[src/rtl/sat_counter_bank_pkg.sv]
// ----------------------------------------------------------------------------
// sat_counter_bank_pkg : command encodings and FSM state type for the counter bank
// Revision: 1.0
// ----------------------------------------------------------------------------
`default_nettype none

package sat_counter_bank_pkg;

  localparam logic [1:0] OP_NOP = 2'b00;
  localparam logic [1:0] OP_ADD = 2'b01;
  localparam logic [1:0] OP_SUB = 2'b10;
  localparam logic [1:0] OP_CLR = 2'b11;

  typedef enum logic [0:0] {
    ST_IDLE  = 1'b0,
    ST_SWEEP = 1'b1
  } state_e;

endpackage

`default_nettype wire

[src/rtl/sat_alu.sv]
// ----------------------------------------------------------------------------
// sat_alu : WIDTH-bit add/sub with optional saturation and carry/borrow flag
// Revision: 1.0
// ----------------------------------------------------------------------------
`default_nettype none

module sat_alu #(
  parameter int WIDTH    = 32,
  parameter int SAT_MODE = 1
) (
  input  logic [WIDTH-1:0] a_i,
  input  logic [WIDTH-1:0] x_i,
  input  logic             sub_i,
  output logic [WIDTH-1:0] res_o,
  output logic             ovf_o
);

  logic [WIDTH:0] w_sum;
  logic [WIDTH:0] w_diff;
  logic           w_ovf;

  assign w_sum  = {1'b0, a_i} + {1'b0, x_i};
  assign w_diff = {1'b0, a_i} - {1'b0, x_i};

  // The extra top bit is the carry for ADD and the borrow for SUB.
  always_comb begin
    w_ovf = sub_i ? w_diff[WIDTH] : w_sum[WIDTH];
    res_o = sub_i ? w_diff[WIDTH-1:0] : w_sum[WIDTH-1:0];
    if ((SAT_MODE != 0) && w_ovf) begin
      res_o = sub_i ? '0 : '1;
    end
  end

  assign ovf_o = w_ovf;

endmodule

`default_nettype wire

[src/rtl/sat_counter_bank.sv]
// ----------------------------------------------------------------------------
// sat_counter_bank : NCH saturating/wrapping counters with sticky overflow flags,
//                    one-cycle reads and a clear-all sweep. Revision: 1.0
// ----------------------------------------------------------------------------
`default_nettype none

module sat_counter_bank
  import sat_counter_bank_pkg::*;
#(
  parameter int WIDTH    = 32,
  parameter int NCH      = 4,
  parameter int SAT_MODE = 1,
  localparam int CW      = (NCH > 1) ? $clog2(NCH) : 1
) (
  input  logic             clk_i,
  input  logic             reset_i,
  input  logic             cmd_valid_i,
  output logic             cmd_ready_o,
  input  logic [1:0]       cmd_op_i,
  input  logic [CW-1:0]    cmd_ch_i,
  input  logic [WIDTH-1:0] cmd_x_i,
  input  logic             clr_all_i,
  input  logic             rd_en_i,
  input  logic [CW-1:0]    rd_ch_i,
  output logic             rd_valid_o,
  output logic [WIDTH-1:0] rd_data_o,
  output logic             rd_sat_o,
  output logic             busy_o
);

  localparam logic [CW:0]   c_NCH  = (CW+1)'(NCH);
  localparam logic [CW-1:0] c_LAST = CW'(NCH - 1);

  state_e           state_q;
  logic [CW-1:0]    idx_q;
  logic [WIDTH-1:0] cnt_q [NCH];
  logic [WIDTH-1:0] cnt_d [NCH];
  logic [NCH-1:0]   sat_q;
  logic [NCH-1:0]   sat_d;
  logic             rd_valid_q;
  logic [WIDTH-1:0] rd_data_q;
  logic             rd_sat_q;

  logic             w_cmd_hit;
  logic             w_rd_hit;
  logic             w_fire;
  logic [WIDTH-1:0] w_cur;
  logic [WIDTH-1:0] w_alu_res;
  logic             w_alu_ovf;

  assign cmd_ready_o = (state_q == ST_IDLE) && !clr_all_i;
  assign busy_o      = (state_q == ST_SWEEP);

  // Out-of-range channels still handshake but never touch state.
  assign w_cmd_hit = ({1'b0, cmd_ch_i} < c_NCH);
  assign w_rd_hit  = ({1'b0, rd_ch_i} < c_NCH);
  assign w_fire    = cmd_valid_i && cmd_ready_o && w_cmd_hit;
  assign w_cur     = w_cmd_hit ? cnt_q[cmd_ch_i] : '0;

  sat_alu #(
    .WIDTH    (WIDTH),
    .SAT_MODE (SAT_MODE)
  ) u_alu (
    .a_i   (w_cur),
    .x_i   (cmd_x_i),
    .sub_i (cmd_op_i == OP_SUB),
    .res_o (w_alu_res),
    .ovf_o (w_alu_ovf)
  );

  always_comb begin
    cnt_d = cnt_q;
    sat_d = sat_q;
    for (int i = 0; i < NCH; i++) begin
      if ((state_q == ST_SWEEP) && (idx_q == CW'(i))) begin
        cnt_d[i] = '0;
        sat_d[i] = 1'b0;
      end else if (w_fire && (cmd_ch_i == CW'(i))) begin
        case (cmd_op_i)
          OP_ADD, OP_SUB: begin
            cnt_d[i] = w_alu_res;
            sat_d[i] = sat_q[i] | w_alu_ovf;
          end
          OP_CLR: begin
            cnt_d[i] = '0;
            sat_d[i] = 1'b0;
          end
          default: ;
        endcase
      end
    end
  end

  always_ff @(posedge clk_i or posedge reset_i) begin
    if (reset_i) begin
      for (int i = 0; i < NCH; i++) begin
        cnt_q[i] <= '0;
      end
      sat_q <= '0;
    end else begin
      cnt_q <= cnt_d;
      sat_q <= sat_d;
    end
  end

  always_ff @(posedge clk_i or posedge reset_i) begin
    if (reset_i) begin
      state_q <= ST_IDLE;
      idx_q   <= '0;
    end else begin
      case (state_q)
        ST_IDLE: begin
          idx_q <= '0;
          if (clr_all_i) begin
            state_q <= ST_SWEEP;
          end
        end
        ST_SWEEP: begin
          if (idx_q == c_LAST) begin
            state_q <= ST_IDLE;
            idx_q   <= '0;
          end else begin
            idx_q <= idx_q + 1'b1;
          end
        end
        default: state_q <= ST_IDLE;
      endcase
    end
  end

  // Reads sample the pre-update registers, giving read-before-write ordering.
  always_ff @(posedge clk_i or posedge reset_i) begin
    if (reset_i) begin
      rd_valid_q <= 1'b0;
      rd_data_q  <= '0;
      rd_sat_q   <= 1'b0;
    end else begin
      rd_valid_q <= rd_en_i;
      if (rd_en_i) begin
        rd_data_q <= w_rd_hit ? cnt_q[rd_ch_i] : '0;
        rd_sat_q  <= w_rd_hit ? sat_q[rd_ch_i] : 1'b0;
      end
    end
  end

  assign rd_valid_o = rd_valid_q;
  assign rd_data_o  = rd_data_q;
  assign rd_sat_o   = rd_sat_q;

endmodule

`default_nettype wire

[config.mk]
export PLATFORM = sky130hd
export DESIGN_NAME = sat_counter_bank
export DESIGN_NICKNAME = d
export VERILOG_FILES = /design/src/rtl/sat_counter_bank_pkg.sv /design/src/rtl/sat_alu.sv /design/src/rtl/sat_counter_bank.sv
export SDC_FILE = /design/constraint.sdc
export NUM_CORES = 1
export LEC_CHECK = 0
export BUFFER_PORTS_ARGS = -buffer_cell sky130_fd_sc_hd__buf_2
export CAP_MARGIN = 0
export CORE_MARGIN = 2
export CORE_UTILIZATION = 65
export CTS_CLUSTER_DIAMETER = 30
export CTS_CLUSTER_SIZE = 40
export DETAILED_ROUTE_END_ITERATION = 12
export MAX_ROUTING_LAYER = met4
export PLACE_DENSITY = 0.82
export SYNTH_ARGS = -nofsm -noshare
export SYNTH_HDL_FRONTEND = slang
export SYNTH_SLANG_ARGS = --single-unit
[constraint.sdc]
create_clock -name clk_i -period 8.4 [get_ports clk_i]
set_clock_uncertainty 0.2 [all_clocks]
set_input_delay 0.42 -clock clk_i [delete_from_list [all_inputs] [get_ports clk_i]]
set_output_delay 0.42 -clock clk_i [all_outputs]
set_load 0.01 [all_outputs]
Word level (Yosys, flattened, before mapping) --
Index checks and enable logic that the tools add are counted. W data, S select, Z words.
Cells by class: add/sub/neg operators 3, equal/unequal tests 9, reductions and logical operators 26, order comparisons 3, bitwise logic cells 7, muxes and demuxes 38
Operators by type and width (number):
- $mux W32 | 15
- $bmux W32 S2 | 2
- $pmux W32 S2 | 1
- $add A32 B32 Y33 | 1
- $sub A32 B32 Y33 | 1
- $eq A2 B2 Y1 const B | 6
- $mux W1 | 12
- $reduce_bool A3 Y1 | 4
- $logic_and A1 B1 Y1 | 10
- $pmux W1 S2 | 5
- $reduce_and A2 Y1 | 4
- $reduce_bool A2 Y1 | 4
- $eq A2 B1 Y1 const B | 3
- $ge A3 B3 Y1 const B | 2
- $not A2 Y3 | 2
- $logic_not A2 Y1 | 2
- $or A1 B1 Y1 | 4
- $pmux W2 S2 | 1
- $lt A2 B3 Y1 const B | 1
- $add A2 B1 Y2 const B | 1
- $bmux W1 S2 | 1
- $mux W2 | 1
- $reduce_or A2 Y1 | 1
- $logic_not A1 Y1 | 1
- $not A1 Y1 | 1
Storage, ports and cells: input bits 43, register bits after elaboration 169, output and inout port bits 36, logic and storage cells 99

Logic depth before layout (Yosys ltp) --
depth in word-level cells 10, depth in mapped cells 16, depth with buffers taken out 13

Modules after synthesis --
From an unflattened synthesis, not the netlist that was laid out.
Second synthesis, totals: cell total of the unflattened synthesis 1406, area, all modules 13461.7 sq um
Modules (own cells, without submodules):
- sat_counter_bank | times used 1, sequential area each 4229.1 sq um, cells each 805, area an instance 9357.7 sq um
- sat_alu | times used 1, sequential area each 0.0 sq um, cells each 601, area an instance 4103.9 sq um

Least setup slack after synthesis --
OpenSTA, ideal clock, no wires.
kind in2reg, start input port cmd_ch_i[0], end register cnt_q[126] (netlist name), library setup time 0.118 ns, stages 14, data arrival time 4.439 ns, path buffers 3, data required time 8.082 ns, path slack 3.643 ns, path through clkbuf_1 -> buf_1 -> mux4_2 -> ha_1 -> buf_4 -> and3b_2 -> o311ai_4 -> a2111oi_4 -> o31ai_4 -> o41a_1 -> nor4b_4 -> mux2i_1 -> or3_1 -> a21o_1
On the way: longest elaborated chain between the ends 10, elaborated cells between the ends (all ways) 16, those cells by class 2 x add/sub; 9 x mux; 1 x bitwise; 4 x reduce/logical
RTL lines:
- from (decl) | RTL line sat_counter_bank.sv:20 | input logic [CW-1:0] cmd_ch_i,
- $not A2 Y3 (implied by the code) | RTL line sat_counter_bank.sv:58 | assign w_cur = w_cmd_hit ? cnt_q[cmd_ch_i] : '0;
- $bmux W32 S2 | RTL line sat_counter_bank.sv:58
- $mux W32 (implied by the code) (2 in a row) | RTL line sat_counter_bank.sv:58
- $add A32 B32 Y33 or $sub A32 B32 Y33 (tied branches) | RTL line sat_alu.sv:22, sat_alu.sv:23
- $mux W32 or $mux W1 (tied branches) | RTL line sat_alu.sv:28, sat_alu.sv:27
- $mux W32 | RTL line sat_alu.sv:29 | if ((SAT_MODE != 0) && w_ovf) begin
- $pmux W32 S2 | RTL line sat_counter_bank.sv:79 | case (cmd_op_i)
- $mux W32 | RTL line sat_counter_bank.sv:78 | end else if (w_fire && (cmd_ch_i == CW'(i))) begin
- $mux W32 | RTL line sat_counter_bank.sv:75 | if ((state_q == ST_SWEEP) && (idx_q == CW'(i))) begin
- to (signal assigned) | RTL line sat_counter_bank.sv:101 | cnt_q <= cnt_d;
- to (decl) | RTL line sat_counter_bank.sv:36 | logic [WIDTH-1:0] cnt_q [NCH];
Parallel ways exist; a longest one is shown, timed or not. The select of a mux whose other input is x is not followed. A chain may end at the register's enable or synchronous reset.

Worst setup path after layout --
start input port cmd_ch_i[0], end register cnt_q[118] (netlist name)
The elaborated chain is that of the path after synthesis.

==> results.md <==
* Area of the mapped netlist at 11900 µm²
* Power Total at 2830 µW
* Commonest cells post-synth: dfrtp_1, nand2_1, o21ai_0
* Multi-input logic area at 7160 µm²
* RR Endpoint: cnt_q[118]
* Root Buffer: clkbuf_16
* CP endpoint kind: register
* Final setup viols at 0
* Clock sink count at 169
* Count of cell types in the netlist at 74
* Most numerous cell in the Yosys netlist: dfrtp_1
* Initial core utilization at 0.663
* Critical path's most frequent cell: a21oi_1
* Cells taking the most area after synthesis: dfrtp_1, mux4_2, ha_1
* Clock latency on the worst-skew pair at 450 ps
* TritonCTS clock tree: yes
* CP Cell Sequence: buf_2 > mux4_2 > ha_1 > nor2b_1 > a2111oi_0 > o21bai_1 > a21oi_1 > o21a_1 > a21oi_1 > nor2_1 > o21ai_0 > a22o_1
* Die Height at 139 µm
* Synth top area share at 0.355
* Remaining DRCs at 0
* Max-Cap Viols at 0
* Hold_ws at -41.2 ps
* Area grow syn2layout at 9.80%
* Final slew viol count at 0
* Slowest stage cell, crit path: nor2_1
* Register area at 4230 µm²
* Nets at 1361
* Vias/cell at 7.07
* Post-synth EDFFs at 0
* Pre-Repair DR Iteration Count at 6
* Full die area at 19400 µm²
* Largest area contributor in the netlist: dfrtp_1
* Peak supply drop at 169 µV
* Worst EP required at 8530 ps
* Global-route wire length before repair at 57300 µm
* R2R Setup Slk at 2990 ps
* Fillers at 1335
* Leakage at 0.00625 µW
* Post-DRT Antenna Nets at 0
* Syn Nets at 1324
* DR vias at 10400
* CTS buffer count at 17
* Max-slew headroom at 0.121
* Total congestion overflow at 0
* Final HPWL DP at 24100 µm
* Synth Register Bits at 169
* Synth warnings at 0
* Maximum clock rate at 169 MHz
* Post-cts sizing count at 0
* Final GP Congestion at 1.05
* Critical path class: primary input to register
* Largest net degree at the start of global routing at 113
* Worst-Margin Slew at 1310 ps
* Final hold vios at 30
* Register area share after synthesis at 0.355
* PD cells at 216 nW/µm²
* HP Class: primary input to asynchronous set/reset pin
* # port buffers at 78
* Routed WL at 35900 µm
* Clock transition at path regs at 80 ps
* Startpoint Class: primary input
* I/O Pins at 79
* Crit path launch: cmd_ch_i[0]
* 1st-iter DRT viols at 1050
* Main synth FF type: dfrtp_1
* Post-Synthesis Cells at 1198
* GRT Total Usage at 0.389
* Number of global-route vias before repair at 10300
* Die W at 139 µm
* Critical Path AT at 6050 ps
* Crit path time final at 5920 ps
* H-tree Lvls at 4
* Row cnt at 49
* Worst R2R Start: cnt_q[4]
* Post-synth ARST share at 1.00
* Status: finished, violations left
* TNS Setup at 0 ps
* FF-to-FF path depth at 11
* CTS Hold Buffers Added at 0
* Antenna violations before repair at 0
* Period utilization at 0.704
* # diodes at 0
* Avg Inst Size Synth at 9.93 µm²
* Share of cells above drive strength 1 at 0.197
* # Post-CTS Setup Buffers at 0
* Slowest stage delay, CP at 1050 ps
* Violations in the final reports: hold timing
* Core area at 18000 µm²
* Max FO, Critical Path at 27
* Max Buffers Root-to-Sink at 2
* RSZ-0062 raised after global routing: false
* WL/cell at 24.3 µm
-- critical path, delay by kind of cell --
kind	cells	cell delay (ps)
muxes	1	630
buffers and inverters	1	780
and+or+nand+nor	2	1200
AOI/OAI and AO/OA	7	2500
adders and majority gates	1	480
-- state kept, by name (all words and copies together), names as in the netlist --
name        count
rd_data_o      32
rd_valid_o      1
sat_q           4
rd_sat_o        1
busy_o          1
idx_q           2
cnt_q         128
-- stage by stage --
step / setup slack, ps / instance area, µm² / utilization / std cells / hold slack [ps]
6_report: 2480 / 13100 / 0.727 / 1477 / -41.2
5_1_grt: 2230 / 13100 / 0.727 / 1477 / 55.8
4_1_cts: 2680 / 13100 / 0.727 / 1477 / 9.08
3_5_place_dp: 2230 / 12400 / 0.691 / 1445 / 288
3_3_place_gp: 2480 / 12400 / 0.691 / 1445 / 276
2_1_floorplan: 3200 / 11900 / - / 1198 / 251
-- layer usage --
layer / track usage / wire (µm)
met1: 0.545 / 14700
met2: 0.561 / 16000
met3: 0.0912 / 4190
met4: 0.137 / 1000
met5: - / 0
-- cells by family (layout without fill, tap and decap cells) --
kind of cell / after synthesis / in the layout / share of synthesized area
AND/OR/NAND/NOR: 300 / 300 / 0.115
XOR/XNOR: 25 / 25 / 0.0184
AO/OA/AOI/OAI: 371 / 371 / 0.212
multiplexers: 111 / 111 / 0.165
flip-flops: 169 / 169 / 0.355
adder cells (fa/ha/maj): 83 / 83 / 0.0885
buffers and inverters: 139 / 189 / 0.0456
-- placed cells by master (no fill, tap or decap), types with 5 or more instances in the layout --
cell	n
mux2_2	33
a31oi_1	11
a21o_1	16
clkbuf_16	17
dfrtp_1	169
inv_6	5
nor2b_1	12
mux4_2	65
xor2_1	7
a21oi_1	73
buf_4	11
nor2_1	80
o21bai_1	6
ha_1	80
nor4_1	5
a22o_1	58
nand2_1	119
buf_2	78
nand3_1	23
a22oi_1	12
clkinv_8	7
o31ai_1	14
and2_1	5
inv_1	67
nand2b_1	13
o22ai_1	6
xnor2_1	18
mux2i_1	13
o21a_1	5
nor3_1	11
o21ai_0	104
o211ai_1	8
a211oi_1	8
-- area by class of cell --
class / count / share of cell area
clock inverters: 15 / 0.0175
repair buffers: 89 / 0.0362
flip-flops and latches: 169 / 0.324
clock buffers: 17 / 0.0326
well taps: 229 / 0.0219
inverters: 68 / 0.0199
multi-input cells: 890 / 0.548
-- power by group --
group	internal [µW]	leakage (µW)	total [µW]	switching, µW
logic	338	0.00360	959	620
registers	921	0.00234	1010	87.1
clock network	462	0.000314	859	397
-- worst max-delay path by stage --
stage | end | slack, ps
2_1_floorplan | busy_o | 3200
3_3_place_gp | cnt_q[118] | 2480
3_5_place_dp | cnt_q[118] | 2230
4_1_cts | cnt_q[118] | 2680
5_1_grt | cnt_q[54] | 2230
6_report | cnt_q[118] | 2480
Note: power is estimated with default switching activity, not from simulation.
